<file path="src/rtl/cpu_defs.sv">
// Shared definitions for the memory arbiter: data/address widths, FSM encoding and the
// default fairness limit.
package cpu_defs;

    localparam int unsigned ADR_W          = 8;
    localparam int unsigned DAT_W          = 16;
    localparam int unsigned CNT_W          = 3;
    localparam int unsigned FAIR_LIMIT_DEF = 4;

    typedef enum logic [1:0] {
        IDLE = 2'd0,
        ACC  = 2'd1,
        RSP  = 2'd2
    } arb_st_t;

endpackage

</file>
<file path="src/rtl/arb_fair_cnt.sv">
// Fairness counter: counts CPU grants taken while the loader waits and raises force_ldr
// once the count reaches FAIR_LIMIT.
module arb_fair_cnt
    import cpu_defs::*;
#(
    parameter int unsigned FAIR_LIMIT = FAIR_LIMIT_DEF
) (
    input  logic             clk,
    input  logic             reset_n,
    input  logic             idle,
    input  logic             cpu_req,
    input  logic             ldr_req,
    output logic [CNT_W-1:0] fair_cnt,
    output logic             force_ldr
);

    localparam logic [CNT_W-1:0] LIMIT = CNT_W'(FAIR_LIMIT);

    assign force_ldr = (fair_cnt == LIMIT);

    always_ff @(posedge clk or negedge reset_n) begin
        if (!reset_n) begin
            fair_cnt <= '0;
        end else if (idle) begin
            // Any cycle where the loader is absent or gets the grant restarts the count.
            if (!ldr_req || !cpu_req || force_ldr) begin
                fair_cnt <= '0;
            end else begin
                fair_cnt <= fair_cnt + 1'b1;
            end
        end
    end

endmodule

</file>
<file path="src/rtl/mem_arbiter.sv">
// Two-port arbiter for the shared 256x16 memory; the CPU has priority over the loader.
// Define MEM_ARB_FAIR_EN to build the fairness counter that bounds loader starvation.
module mem_arbiter
    import cpu_defs::*;
#(
    parameter int unsigned FAIR_LIMIT = FAIR_LIMIT_DEF
) (
    input  logic             clk,
    input  logic             reset_n,
    input  logic             cpu_req,
    input  logic             cpu_we,
    input  logic [ADR_W-1:0] cpu_adr,
    input  logic [DAT_W-1:0] cpu_wdata,
    output logic [DAT_W-1:0] cpu_rdata,
    output logic             cpu_ack,
    input  logic             ldr_req,
    input  logic             ldr_we,
    input  logic [ADR_W-1:0] ldr_adr,
    input  logic [DAT_W-1:0] ldr_wdata,
    output logic [DAT_W-1:0] ldr_rdata,
    output logic             ldr_ack,
    output logic [ADR_W-1:0] mem_adr,
    output logic             mem_we,
    output logic [DAT_W-1:0] mem_wdata,
    input  logic [DAT_W-1:0] mem_rdata,
    output logic [7:0]       status
);

    arb_st_t          st;
    logic             owner;
    logic [CNT_W-1:0] fair_cnt;
    logic             force_ldr;
    logic             grant_ldr;

`ifdef MEM_ARB_FAIR_EN
    arb_fair_cnt #(
        .FAIR_LIMIT(FAIR_LIMIT)
    ) u_fair_cnt (
        .clk      (clk),
        .reset_n  (reset_n),
        .idle     (st == IDLE),
        .cpu_req  (cpu_req),
        .ldr_req  (ldr_req),
        .fair_cnt (fair_cnt),
        .force_ldr(force_ldr)
    );
`else
    logic unused_fair_limit;
    assign unused_fair_limit = ^FAIR_LIMIT;
    assign fair_cnt          = '0;
    assign force_ldr         = 1'b0;
`endif

    assign grant_ldr = ldr_req & (~cpu_req | force_ldr);
    assign status    = {st, owner, fair_cnt, 2'b00};

    // The mem_* registers double as the request latches, so the access in flight is
    // immune to requester input changes after the IDLE sampling edge.
    always_ff @(posedge clk or negedge reset_n) begin
        if (!reset_n) begin
            st        <= IDLE;
            owner     <= 1'b0;
            mem_adr   <= '0;
            mem_we    <= 1'b0;
            mem_wdata <= '0;
            cpu_ack   <= 1'b0;
            ldr_ack   <= 1'b0;
            cpu_rdata <= '0;
            ldr_rdata <= '0;
        end else begin
            cpu_ack <= 1'b0;
            ldr_ack <= 1'b0;
            mem_we  <= 1'b0;
            case (st)
                IDLE: begin
                    if (cpu_req || ldr_req) begin
                        owner     <= grant_ldr;
                        mem_adr   <= grant_ldr ? ldr_adr : cpu_adr;
                        mem_we    <= grant_ldr ? ldr_we : cpu_we;
                        mem_wdata <= grant_ldr ? ldr_wdata : cpu_wdata;
                        st        <= ACC;
                    end
                end
                ACC: begin
                    // mem_we still carries the latched direction during this cycle.
                    if (owner) begin
                        ldr_ack <= 1'b1;
                        if (!mem_we) ldr_rdata <= mem_rdata;
                    end else begin
                        cpu_ack <= 1'b1;
                        if (!mem_we) cpu_rdata <= mem_rdata;
                    end
                    st <= RSP;
                end
                RSP:     st <= IDLE;
                default: st <= IDLE;
            endcase
        end
    end

endmodule
</file>
<file path="config.mk">
export PLATFORM = sky130hd
export DESIGN_NAME = mem_arbiter
export DESIGN_NICKNAME = d
export VERILOG_FILES = /design/src/rtl/cpu_defs.sv /design/src/rtl/arb_fair_cnt.sv /design/src/rtl/mem_arbiter.sv
export SDC_FILE = /design/constraint.sdc
export NUM_CORES = 1
export LEC_CHECK = 0
export CORE_MARGIN = 2
export CORE_UTILIZATION = 44
export DETAILED_ROUTE_END_ITERATION = 8
export HOLD_SLACK_MARGIN = 0.03
export MAX_ROUTING_LAYER = met4
export PLACE_DENSITY = 0.87
export RECOVER_POWER = 25
export SYNTH_ARGS = -nofsm -noshare
export SYNTH_HDL_FRONTEND = slang
export SYNTH_SLANG_ARGS = --single-unit
</file>
<file path="constraint.sdc">
create_clock -name clk -period 2.4 [get_ports clk]
set_input_delay 0.6 -clock clk [delete_from_list [all_inputs] [get_ports clk]]
set_output_delay 0.6 -clock clk [all_outputs]
set_load 0.01 [all_outputs]
</file>
==> impl_metrics.ini <==
[cts]
numClockSinks = 62
cts_hold_buffers = 0
post_cts_buffers = 0
insertion_delay_ns = 0.33
cts_made_buffers = 9
root_buffer = clkbuf_8
clkTransAtPathRegs_ns = 0.07
htree_levels = 3
post_cts_resized = 0
cts_tree = done
cts_buffer_depth = 2

[power]
power_density_mw_per_mm2 = 1260
worst_ir_drop_vdd_v = 0.000756
total_power_mw = 5.59
leakagePower_nw = 1.98

[worst_hold_path]
holdPathEnd = cpu_rdata[2]
min-delay-start = cpu_rdata[2]
hold_path_depth = 1
hp-class = flip-flop to flip-flop

[placed_design]
hpwlAfterDp_mm = 4.57
routabilityCongestion = 0.751
port_buffers = 131
placedCellCount = 377
place_ws_ns = 0.171

[synth]
syn_area_mm2 = 0.00289
synth_edf_count = 0
ys_warn_count = 0
synth_simple_gate_area_share_pct = 2.43
syn_inst = 173
ys.flop_type = dfrtp_1
synth_top_area_share_pct = 53.7
synth_fa_ha_area_share_pct = 0
netlist_top_cells_area = dfrtp_1, mux2_4, mux2_2, buf_4, buf_12
ys_types = 20
synth_seq_cells = 62
synth-compound-area-share_pct = 0.780
async_flop_share_pct = 100
synth_top_family_by_area = multiplexers
synth_xor_area_share_pct = 0
yosysSeqAreaShare_pct = 53.7
yosys-mux-area-fraction_pct = 37.4
syn_avg_cell_area_um2 = 16.7
synth_area_leader_cell = dfrtp_1

[drt]
first_iter_violations = 44
met3_length_um = 410
dr.max_layer_used = met4
wl_met1_mm = 2.53
met2_length_mm = 3.14
first_pass_iters = 2
vias_per_cell = 4.80
vias = 1888
ant_nets = 0
routedWlPerCell_um = 15.6
drc = 0
routed_wl_mm = 6.15

[setup_path]
required_ns = 1.80
start_kind = flip-flop
reg2reg_depth = 4
crit_slowest_cell = clkdlybuf4s50_1
regToRegSetupSlack_ns = 0.78
worstReg2RegStart = st[0]
timing.critical_path.slowest_cell_delay_ns = 0.60
crit_arrival_ns = 1.38
r2r_end = mem_adr[7]
endpoint_kind = primary output
path_cells = clkdlybuf4s50_1
critPathMaxFanout = 5
crit_type = flip-flop to primary output
crit_family = buffers and inverters
worst-path-buf-inv = 1

[timing]
min_period_over_period_pct = 82.4
skew_ns = 0.00806
hold_viol_final = 0
tightest_slew_ns = 1.47
period_minus_slack_ns = 1.98
fmax_ghz = 0.506
rsz0062_at_grt = false
maxSlewHeadroom_pct = 2.03
report.final.setup_viol = 0
setup_tns_ns = 0
worst_slack_ns = 0.423
final_max_slew_viol_count = 0

[layout]
diodes = 0
final_common_cell = clkdlybuf4s50_1
layout-drive-gt1-share_pct = 33.2
stdcell_count = 393
fin_nets = 381
final_cell_mix = clkdlybuf4s50_1, dfrtp_1, mux2_4, mux2_2, clkbuf_8
syn_to_final_growth_pct = 53.8

[grt]
overflow = 0
grt_pass1_vias = 2131
grt.total_usage_pct = 18.6
grt_max_degree = 63
grt_pass1_wl_mm = 10.2
antenna_found_initial = 0

[floorplanning]
coreArea_mm2 = 0.00635
pin_count = 137
die_h_um = 85.0
die_x_um = 85.0
num_rows = 29
fp.dieArea_mm2 = 0.00723
start_util_pct = 45.5

[outcome]
run_status = finished, final reports clean

[job]
drv_cap = 0
[Yosys cell counts, drive strengths merged (2+ instances only)]
cell,instances
inv,2
a21oi,2
nor2,2
buf,15
mux2,80
dfrtp,62
nand2b,2
[stage by stage]
step	instance area [um^2]	utilization [%]	hold WS (ns)
2_1_floorplan	2900	-	0.304
3_3_place_gp	4240	66.8	0.490
3_5_place_dp	4240	66.8	0.494
4_1_cts	4460	70.2	0.273
5_1_grt	4440	70.0	0.526
6_report	4440	70.0	0.509
[how the worst max path moves through the flow]
stage | start | to | slack, ns | cells past startpoint
5_1_grt | owner | status[5] | 0.36 | 1
3_3_place_gp | cpu_req | mem_wdata[1] | 0.22 | 5
4_1_cts | owner | status[5] | 0.40 | 1
3_5_place_dp | cpu_req | mem_wdata[0] | 0.17 | 5
6_report | owner | status[5] | 0.42 | 1
2_1_floorplan | cpu_req | mem_wdata[10] | 0.75 | 5
[state kept, by name, summed over array words and instances (netlist names)]
signal and cells:
owner 1, ldr_ack 1, mem_adr 8, st 2, mem_we 1, cpu_rdata 16
cpu_ack 1, mem_wdata 16, ldr_rdata 16
[area by class of cell]
cell class	instances	area (um^2)
Sequential cell	62	1550
Multi-Input combinational cell	98	1190
Fill cell	459	1910
Timing Repair Buffer	138	1380
Clock buffer	10	128
Clock inverter	6	86.3
Tap cell	77	96.3
Inverter	2	7.51
[power breakdown]
group          internal [mW]  total (mW)  leakage [nW]  switching [mW]
Combinational           1.80        2.72          1.14           0.925
Clock                  0.583       0.974         0.106           0.392
Sequential              1.58        1.90         0.736           0.313
Total                   3.97        5.59          1.98            1.63
[metal layers]
metal	GRT usage (%)	vias up
met5	-	-
met4	6.49	0
met3	4.47	9
met2	30.5	85
met1	22.7	927
li1	-	867
[kinds of logic after synthesis]
| family | count (synthesis) |
|---|---|
| buf+inv | 17 |
| compound gates | 4 |
| simple gates | 9 |
| mux | 80 |
| flops | 62 |
| other cells | 1 |
(Power assumes the default switching activity.)
